$ cat src/rtl/fx_div_seq_if.sv
// ---------------------------------------------------------------------------
// fx_div_seq_if
// Handshake bundle for the iterative fixed-point divider.
//
// Request side  : in_valid, in_ready, numerator, denominator, in_tag
// Response side : out_valid, out_ready, result, out_tag, dz, ovf
// Status        : busy
//
// The master modport is the side that issues divides and consumes results.
// The slave modport is the divider itself.
// ---------------------------------------------------------------------------
interface fx_div_seq_if #(
  parameter int WIDTH = 32,
  parameter int TAG_W = 8
);
  logic             in_valid;
  logic             in_ready;
  logic [WIDTH-1:0] numerator;
  logic [WIDTH-1:0] denominator;
  logic [TAG_W-1:0] in_tag;
  logic             out_valid;
  logic             out_ready;
  logic [WIDTH-1:0] result;
  logic [TAG_W-1:0] out_tag;
  logic             dz;
  logic             ovf;
  logic             busy;

  modport master (
    output in_valid, numerator, denominator, in_tag, out_ready,
    input  in_ready, out_valid, result, out_tag, dz, ovf, busy
  );

  modport slave (
    input  in_valid, numerator, denominator, in_tag, out_ready,
    output in_ready, out_valid, result, out_tag, dz, ovf, busy
  );
endinterface

$ cat src/rtl/fx_div_seq.sv
// ---------------------------------------------------------------------------
// fx_div_seq
// Iterative signed fixed-point divider, QINT.QFRAC two's complement operands.
// Restoring division on magnitudes, BITS_PER_CYCLE quotient bits per clock,
// followed by sign application and saturation. One operation in flight.
//
// Ports:
//   clk  - rising-edge clock
//   rst  - synchronous active-high reset, aborts any operation in progress
//   bus  - fx_div_seq_if.slave:
//            in_valid/in_ready/numerator/denominator/in_tag  (request)
//            out_valid/out_ready/result/out_tag/dz/ovf        (response)
//            busy                                             (state != IDLE)
//
// Optional build macro:
//   FX_DIV_ROUND_EN - round quotient magnitude half away from zero instead
//                     of truncating toward zero. Latency is unchanged.
// ---------------------------------------------------------------------------
module fx_div_seq #(
  parameter int WIDTH          = 32,
  parameter int QINT           = 16,
  parameter int QFRAC          = WIDTH - QINT,
  parameter int BITS_PER_CYCLE = 1,
  parameter int TAG_W          = 8
) (
  input  logic        clk,
  input  logic        rst,
  fx_div_seq_if.slave bus
);

  // Quotient magnitude width: the numerator is pre-scaled by 2^QFRAC.
  localparam int DW    = WIDTH + QFRAC;
  localparam int ITERS = DW / BITS_PER_CYCLE;
  localparam int CW    = $clog2(ITERS + 1);

  localparam logic [CW-1:0]    LAST_ITER = CW'(ITERS - 1);
  localparam logic [DW-1:0]    NEG_LIM   = DW'(1) << (WIDTH - 1);
  localparam logic [DW-1:0]    POS_LIM   = NEG_LIM - DW'(1);
  localparam logic [WIDTH-1:0] MAX_VAL   = {1'b0, {(WIDTH-1){1'b1}}};
  localparam logic [WIDTH-1:0] MIN_VAL   = {1'b1, {(WIDTH-1){1'b0}}};

  typedef enum logic [2:0] {
    IDLE,
    PREP,
    ITER,
    FIX,
    DONE
  } state_t;

  state_t state;

  // Captured request
  logic [WIDTH-1:0] num_q;
  logic [WIDTH-1:0] den_q;
  logic [TAG_W-1:0] tag_q;

  // Division datapath
  logic [DW-1:0]    dvd;
  logic [WIDTH-1:0] dvs;
  logic [WIDTH-1:0] rem;
  logic [DW-1:0]    quo;
  logic [CW-1:0]    cnt;
  logic             sign_q;
  logic             dz_q;

  // Registered outputs
  logic             in_ready_q;
  logic             out_valid_q;
  logic [WIDTH-1:0] result_q;
  logic [TAG_W-1:0] out_tag_q;
  logic             dz_out_q;
  logic             ovf_out_q;
  logic             busy_q;

  // Next-state values of one ITER cycle and of the FIX cycle
  logic [DW-1:0]    dvd_nxt;
  logic [WIDTH-1:0] rem_nxt;
  logic [DW-1:0]    quo_nxt;
  logic [WIDTH:0]   trial;
  logic [WIDTH:0]   diff;
  logic [DW-1:0]    q_mag;
  logic [WIDTH-1:0] fix_res;
  logic             fix_ovf;
  logic [WIDTH-1:0] num_abs;
  logic [WIDTH-1:0] den_abs;

  // Magnitudes as unsigned values; |MIN| = 2^(WIDTH-1) still fits unsigned.
  assign num_abs = num_q[WIDTH-1] ? -num_q : num_q;
  assign den_abs = den_q[WIDTH-1] ? -den_q : den_q;

  // One ITER cycle of restoring division: shift the next dividend bit into
  // the partial remainder, subtract the divisor if it fits and record the
  // quotient bit, repeated BITS_PER_CYCLE times MSB first. The remainder is
  // always below the divisor, so WIDTH bits hold it and WIDTH+1 bits hold
  // the shifted trial value.
  always_comb begin
    dvd_nxt = dvd;
    rem_nxt = rem;
    quo_nxt = quo;
    trial   = '0;
    diff    = '0;
    for (int b = 0; b < BITS_PER_CYCLE; b++) begin
      trial   = {rem_nxt, dvd_nxt[DW-1]};
      diff    = trial - {1'b0, dvs};
      dvd_nxt = {dvd_nxt[DW-2:0], 1'b0};
      if (trial >= {1'b0, dvs}) begin
        rem_nxt = diff[WIDTH-1:0];
        quo_nxt = {quo_nxt[DW-2:0], 1'b1};
      end else begin
        rem_nxt = trial[WIDTH-1:0];
        quo_nxt = {quo_nxt[DW-2:0], 1'b0};
      end
    end
  end

  // FIX cycle: optional rounding of the magnitude, then sign application
  // with saturation. A negative limit one larger than the positive limit
  // lets MIN itself come out unsaturated. Negating a zero magnitude gives
  // zero, so there is no negative-zero case to handle.
  always_comb begin
    q_mag = quo;
`ifdef FX_DIV_ROUND_EN
    if ({rem, 1'b0} >= {1'b0, dvs}) begin
      q_mag = quo + DW'(1);
    end
`endif
    fix_res = '0;
    fix_ovf = 1'b0;
    if (dz_q) begin
      fix_res = num_q[WIDTH-1] ? MIN_VAL : MAX_VAL;
    end else if (!sign_q) begin
      if (q_mag > POS_LIM) begin
        fix_res = MAX_VAL;
        fix_ovf = 1'b1;
      end else begin
        fix_res = q_mag[WIDTH-1:0];
      end
    end else begin
      if (q_mag > NEG_LIM) begin
        fix_res = MIN_VAL;
        fix_ovf = 1'b1;
      end else begin
        fix_res = -q_mag[WIDTH-1:0];
      end
    end
  end

  // Control FSM and all registered state. Every state runs a fixed number
  // of cycles, so latency does not depend on operand values; a zero
  // divisor still runs the full ITER phase and its quotient is discarded.
  always_ff @(posedge clk) begin
    if (rst) begin
      state       <= IDLE;
      num_q       <= '0;
      den_q       <= '0;
      tag_q       <= '0;
      dvd         <= '0;
      dvs         <= '0;
      rem         <= '0;
      quo         <= '0;
      cnt         <= '0;
      sign_q      <= 1'b0;
      dz_q        <= 1'b0;
      in_ready_q  <= 1'b1;
      out_valid_q <= 1'b0;
      result_q    <= '0;
      out_tag_q   <= '0;
      dz_out_q    <= 1'b0;
      ovf_out_q   <= 1'b0;
      busy_q      <= 1'b0;
    end else begin
      case (state)
        IDLE: begin
          if (bus.in_valid) begin
            num_q      <= bus.numerator;
            den_q      <= bus.denominator;
            tag_q      <= bus.in_tag;
            in_ready_q <= 1'b0;
            busy_q     <= 1'b1;
            state      <= PREP;
          end
        end
        PREP: begin
          dvd    <= DW'(num_abs) << QFRAC;
          dvs    <= den_abs;
          sign_q <= num_q[WIDTH-1] ^ den_q[WIDTH-1];
          dz_q   <= (den_q == '0);
          rem    <= '0;
          quo    <= '0;
          cnt    <= '0;
          state  <= ITER;
        end
        ITER: begin
          dvd <= dvd_nxt;
          rem <= rem_nxt;
          quo <= quo_nxt;
          cnt <= cnt + CW'(1);
          if (cnt == LAST_ITER) begin
            state <= FIX;
          end
        end
        FIX: begin
          result_q    <= fix_res;
          ovf_out_q   <= fix_ovf;
          dz_out_q    <= dz_q;
          out_tag_q   <= tag_q;
          out_valid_q <= 1'b1;
          state       <= DONE;
        end
        DONE: begin
          if (bus.out_ready) begin
            out_valid_q <= 1'b0;
            dz_out_q    <= 1'b0;
            ovf_out_q   <= 1'b0;
            in_ready_q  <= 1'b1;
            busy_q      <= 1'b0;
            state       <= IDLE;
          end
        end
        default: begin
          state <= IDLE;
        end
      endcase
    end
  end

  assign bus.in_ready  = in_ready_q;
  assign bus.out_valid = out_valid_q;
  assign bus.result    = result_q;
  assign bus.out_tag   = out_tag_q;
  assign bus.dz        = dz_out_q;
  assign bus.ovf       = ovf_out_q;
  assign bus.busy      = busy_q;

endmodule

$ cat src/flat_wrapper.sv
// flat-port wrapper written by rule: the top's interface ports become plain ports
module fx_div_seq_flat 
#(
  parameter int WIDTH          = 32,
  parameter int QINT           = 16,
  parameter int QFRAC          = WIDTH - QINT,
  parameter int BITS_PER_CYCLE = 1,
  parameter int TAG_W          = 8
)
  (clk, rst, bus_in_valid, bus_numerator, bus_denominator, bus_in_tag, bus_out_ready, bus_in_ready, bus_out_valid, bus_result, bus_out_tag, bus_dz, bus_ovf, bus_busy);
  fx_div_seq_if #(.WIDTH(WIDTH), .TAG_W(TAG_W)) bus_i ();
  input  logic clk;
  input  logic rst;
  input wire logic [$bits(bus_i.in_valid)-1:0] bus_in_valid;
  input wire logic [$bits(bus_i.numerator)-1:0] bus_numerator;
  input wire logic [$bits(bus_i.denominator)-1:0] bus_denominator;
  input wire logic [$bits(bus_i.in_tag)-1:0] bus_in_tag;
  input wire logic [$bits(bus_i.out_ready)-1:0] bus_out_ready;
  output wire logic [$bits(bus_i.in_ready)-1:0] bus_in_ready;
  output wire logic [$bits(bus_i.out_valid)-1:0] bus_out_valid;
  output wire logic [$bits(bus_i.result)-1:0] bus_result;
  output wire logic [$bits(bus_i.out_tag)-1:0] bus_out_tag;
  output wire logic [$bits(bus_i.dz)-1:0] bus_dz;
  output wire logic [$bits(bus_i.ovf)-1:0] bus_ovf;
  output wire logic [$bits(bus_i.busy)-1:0] bus_busy;
  assign bus_i.in_valid = bus_in_valid;
  assign bus_i.numerator = bus_numerator;
  assign bus_i.denominator = bus_denominator;
  assign bus_i.in_tag = bus_in_tag;
  assign bus_i.out_ready = bus_out_ready;
  assign bus_in_ready = bus_i.in_ready;
  assign bus_out_valid = bus_i.out_valid;
  assign bus_result = bus_i.result;
  assign bus_out_tag = bus_i.out_tag;
  assign bus_dz = bus_i.dz;
  assign bus_ovf = bus_i.ovf;
  assign bus_busy = bus_i.busy;
  fx_div_seq #(.WIDTH(WIDTH), .QINT(QINT), .QFRAC(QFRAC), .BITS_PER_CYCLE(BITS_PER_CYCLE), .TAG_W(TAG_W)) u_core (.clk(clk), .rst(rst), .bus(bus_i));
endmodule
$ cat config.mk
export PLATFORM = sky130hd
export DESIGN_NAME = fx_div_seq_flat
export DESIGN_NICKNAME = d
export VERILOG_FILES = /design/src/rtl/fx_div_seq_if.sv /design/src/rtl/fx_div_seq.sv /design/src/flat_wrapper.sv
export SDC_FILE = /design/constraint.sdc
export NUM_CORES = 1
export LEC_CHECK = 0
export CORE_ASPECT_RATIO = 0.9
export CORE_MARGIN = 3
export CORE_UTILIZATION = 30
export CTS_CLUSTER_SIZE = 10
export DETAILED_ROUTE_END_ITERATION = 8
export DONT_BUFFER_PORTS = 1
export GPL_TIMING_DRIVEN = 1
export PLACE_DENSITY_LB_ADDON = 0.12
export SETUP_SLACK_MARGIN = 0.05
export SLEW_MARGIN = 20
export SYNTH_ARGS = -nofsm -noshare
export SYNTH_HDL_FRONTEND = slang
export SYNTH_SLANG_ARGS = --single-unit
$ cat constraint.sdc
create_clock -name clk -period 2.92 [get_ports clk]
set_clock_uncertainty 0.05 [all_clocks]
set_input_delay 0.438 -clock clk [delete_from_list [all_inputs] [get_ports clk]]
set_output_delay 0.438 -clock clk [all_outputs]
set_load 0.02 [all_outputs]
### Yosys cells after proc, flatten, opt, wreduce, memory -nomap -nowiden

Cells that the tools add are included.

* logic and storage cells: 74
* bits in registers: 288
* output and inout bits: 45

* add/sub/neg operators: 5
* equality and inequality tests: 8
* mux-type cells: 30
* bitwise operators: 1
* reductions and logical operators: 9
* magnitude comparators: 3

Operators by type and width (count)
* $mux 32: 8
* $pmux 48 s2: 2
* $neg 32->32: 3
* $pmux 32 s2: 1
* $gt 48x31->1 const B: 1
* $gt 48x32->1 const B: 1
* $ge 33x32->1: 1
* $logic_not 32->1: 1
* $sub 32x32->32: 1
* $pmux 3 s5: 1
* $pmux 6 s2: 1
* $pmux 1 s2: 5
* $mux 1: 9
* $mux 3: 3
* $add 6x1->6 const B: 1
* $eq 3x2->1 const B: 2
* $eq 6x6->1 const B: 1
* $reduce_and 3->1: 2
* $reduce_bool 2->1: 3
* $ne 2x2->1 const B: 2
* $reduce_and 2->1: 2
* $eq 3x1->1 const B: 1
* $eq 3x3->1 const B: 1
* $logic_not 3->1: 1
* 2 further kinds: 2

### Depth between registers and ports, before layout

* word-level depth: 5
* depth in mapped cells: 14
* depth with buffers taken out: 12

### Worst setup path before layout

Ideal clock, no wire load.

* path kind: flip-flop to flip-flop
* from: reg u_core.dvs[14]
* to: reg u_core.rem[27]
* period minus slack after synthesis: 2.951 ns
* data required time: 2.753 ns
* slack: -0.031 ns
* path buffers: 3
* arrival time: 2.784 ns
* cell stages (with the launch flop): 15
* path through: dfxtp_1 inv_1 ha_1 clkbuf_1 nand2_1 nor2_1 and3_1 a32o_1 a2111o_1 a31oi_1 clkbuf_1 buf_1 nor2_1 mux2i_1 nand2_1

* word-level cells in the longest chain between the ends: 3
* elaborated cells on any way between the ends: 4
* those cells by class: add/sub: 1; order compare: 1; mux: 2

RTL lines
* from (decl): RTL line fx_div_seq.sv:59 `logic [WIDTH-1:0] dvs;`
* from (signal assigned): RTL line fx_div_seq.sv:185 `dvs <= den_abs;`
* $sub 32x32->32 or $ge 33x32->1 (tied branches): RTL line fx_div_seq.sv:104, fx_div_seq.sv:106
* $mux 32 (*): RTL line fx_div_seq.sv:106 `if (trial >= {1'b0, dvs}) begin`
* $pmux 32 s2 (*): RTL line fx_div_seq.sv:172 `case (state)`
* to (signal assigned): RTL line fx_div_seq.sv:195 `rem <= rem_nxt;`
* to (decl): RTL line fx_div_seq.sv:60 `logic [WIDTH-1:0] rem;`

Every way passes the cells marked *; elsewhere a longest branch is shown, timed or not.
A chain may end at the register's enable or synchronous reset.

### Worst setup path in the final report

* from: reg u_core.den_q[8]
* to: reg u_core.dvs[27]

* word-level cells in the longest chain between the ends: 2

RTL lines
* from (decl): RTL line fx_div_seq.sv:54 `logic [WIDTH-1:0] den_q;`
* from (signal assigned): RTL line fx_div_seq.sv:176 `den_q <= bus.denominator;`
* $neg 32->32: RTL line fx_div_seq.sv:89 `assign den_abs = den_q[WIDTH-1] ? -den_q : den_q;`
* $mux 32: RTL line fx_div_seq.sv:89

Every way passes these cells.

==> results.cfg <==
[status]
outcome = complete, but fails checks
failed_checks = setup timing

[placement]
hpwl_mm = 28.76
place_area_mm2 = 0.01509
io_buffers = 0
pre_cts_ws_ps = -126.0
place_inst = 2363
gp_congestion = 0.8581

[synth]
synth-xor-area-share = 0.06006
ys.flop_type = dfxtp_1
synth_simple_gate_area_frac = 0.2029
yosysTopAreaCell = dfxtp_1
syn-num-nets = 1871
synth_common_cells = nand2_1, dfxtp_1, a21oi_1
synthAdderAreaFrac = 0.03396
synth_seq_area_share = 0.3930
synth-seq-cells = 272
async_reset_ff_frac = 0
yosys-mux-area-fraction = 0.006773
synth_top_area_share = 0.3930
syn-mean-instance-area_um2 = 7.881
synth_top_family_by_area = compound AO/OA/AOI/OAI gates
ys_warn_count = 0
ys_types = 73
netlist_instances = 1758
synth_compound_area_frac = 0.2497
synth_area_leaders = dfxtp_1, nand2_1, a21oi_1, nor2_1, a22oi_1
synthesis.area_mm2 = 0.01385
synth_edf_count = 0
post-synth-top-count-cell = nand2_1

[worst_setup_path]
start_kind = register
cp_top_family = simple AND/OR/NAND/NOR gates
rrSetupSlack_ps = -50
cp_slowest_stage_delay_ps = 480
rr_endpoint = u_core.dvs[27]$_SDFFE_PP0P_
criticalPathCategory = register to register
critPathBufInv = 1
cp_slowest_cell = or4_4
required_ps = 3270
r2r_start = u_core.den_q[8]$_SDFFE_PP0P_
arrival_ps = 3320
path_cells = or3_4, nor2_4, buf_6, nand3_4, or4_4, or3_4, or4_4, o41ai_4, xor2_1, a211oi_1
worstRegToRegCells = 10
crit_path_end_kind = register
critPathMaxFanout = 4

[clock_network]
cts_buffer_depth = 3
cts.sinks = 272
clockRootBuffer = clkbuf_16
clk_pin_slew_ps = 50
clock_latency_ps = 550
htreeDepth = 2
cts_buffers = 36
cts_tree = yes

[routing]
routed_wl_mm = 45.32
drt_iter0_drc = 884
drt_pass1_iterations = 5
vias = 13592
drcViolationCount = 0
detail_route.vias_per_cell = 5.178
ant_nets = 0
wl_per_cell_um = 17.26

[timing]
finalHoldViolCount = 0
whs_ps = 64.44
slew_viol_final = 0
worst_slew_pin_slew_ps = 926.1
finalSetupTns_ps = -134.7
layout_min_cycle_time_ps = 2970
slew_headroom = 0.3806
setup_viol = 3
fin_crit_sh = 1.017
fmax_mhz = 336.7
rsz0062_at_grt = yes
postLayoutSetupSlackWorst_ps = -49.66

[floorplan]
std_cell_rows = 74
die_x_um = 232.5
coreArea_mm2 = 0.04546
ios = 121
start_util = 0.3048
die_h_um = 209.9
die-area_mm2 = 0.04880

[finish]
fin_util = 0.4103
multi_input_area_mm2 = 0.008075
fin_cells = 2625
nets = 2113
area.sequential_mm2 = 0.005446
fillCellCount = 4689
final_cell_area_mm2 = 0.01865
area_growth_syn_to_layout_pct = 34.62
n_antenna_cell = 0
drive_gt1_frac = 0.1353

[global_routing]
grt_max_degree = 174
grt_pass1_wl_mm = 72.50
grt_usage = 0.1839
grt_pass1_vias = 13151
antenna_found_initial = 0
grt_overflow = 0

[worst_hold_path]
min_from = bus_in_valid
hp-class = primary input to register
holdPathEnd = u_core.state[0]$_SDFFE_PP0P_
worstHoldPathCells = 2

[pwr]
p_leak_nw = 7.324
power_density_mw_per_mm2 = 602.1
ir_drop_mv = 0.3921
p_total_mw = 11.23

[job]
cap_violations = 0
-- layout by cell type, fill, tap and decap left out, types with 38 or more instances in the layout --
cell type / Yosys / routed
buf_4: 4 / 126
o21ai_0: 87 / 77
nand2_1: 278 / 274
a211oi_1: 40 / 38
a21oi_1: 193 / 188
dfxtp_1: 272 / 271
dlygate4sd3_1: 1 / 193
inv_1: 45 / 45
xnor2_1: 40 / 40
a22oi_1: 81 / 81
xor2_1: 55 / 55
nor2_1: 188 / 185
-- timing repair --
item,4_1_cts,5_1_grt
hold buffers,194,0
hold endpoints to repair,218,0
gates resized for setup,18,60
gates cloned,1,0
pin swaps,7,17
endpoints found under the setup margin,29,100
buffers inserted,4,8
-- report_power, final --
part | switching, mW | total (mW) | internal [mW]
clock network | 1.72 | 4.35 | 2.63
logic | 1.53 | 2.86 | 1.32
registers | 0.151 | 4.03 | 3.87
total | 3.40 | 11.2 | 7.83
-- how the worst max path moves through the flow --
stage	startpoint	end	slack (ps)	cells past startpoint
finish	u_core.den_q[8]$_SDFFE_PP0P_	u_core.dvs[27]$_SDFFE_PP0P_	-50	10
global route	u_core.den_q[8]$_SDFFE_PP0P_	u_core.dvs[25]$_SDFFE_PP0P_	-190	10
CTS	u_core.den_q[8]$_SDFFE_PP0P_	u_core.dvs[27]$_SDFFE_PP0P_	-90	10
detailed placement	u_core.den_q[8]$_SDFFE_PP0P_	u_core.dvs[28]$_SDFFE_PP0P_	-130	9
global placement	u_core.den_q[13]$_SDFFE_PP0P_	u_core.dvs[28]$_SDFFE_PP0P_	-80	7
floorplan	u_core.den_q[8]$_SDFFE_PP0P_	u_core.dvs[26]$_SDFFE_PP0P_	40	9
-- state kept, by name (all words and copies together) (netlist names), 3 cells and up --
| name | cells |
|---|---|
| u_core.dvs | 32 |
| u_core.bus.out_tag | 8 |
| u_core.bus.result | 32 |
| u_core.dvd | 32 |
| u_core.rem | 32 |
| u_core.state | 3 |
| u_core.den_q | 32 |
| u_core.tag_q | 8 |
| u_core.q_mag | 48 |
| u_core.num_q | 32 |
| u_core.cnt | 6 |
-- cell type report --
type                            instances  area share
Timing Repair Buffer                  328      0.1638
Clock inverter                          8    0.006574
Sequential cell                       272      0.2920
Multi-Input combinational cell       1317      0.4330
Tap cell                              608     0.04079
Clock buffer                           47     0.05481
Inverter                               45    0.009056
-- logic make-up (layout without fill, tap and decap cells) --
family,after synthesis,in the layout
flops,272,272
mux,9,9
xor+xnor,95,95
compound gates,547,547
simple gates,629,629
fa+ha+maj,37,37
buf+inv,169,428
-- routing by layer --
| metal | global-route usage | share of wire |
|---|---|---|
| met3 | 0.03094 | 0.045 |
| met5 | 0 | 0 |
| met2 | 0.2855 | 0.45 |
| met1 | 0.2613 | 0.49 |
| met4 | 0.05520 | 0.021 |
No activity file was read; power rests on OpenSTA's default activity.
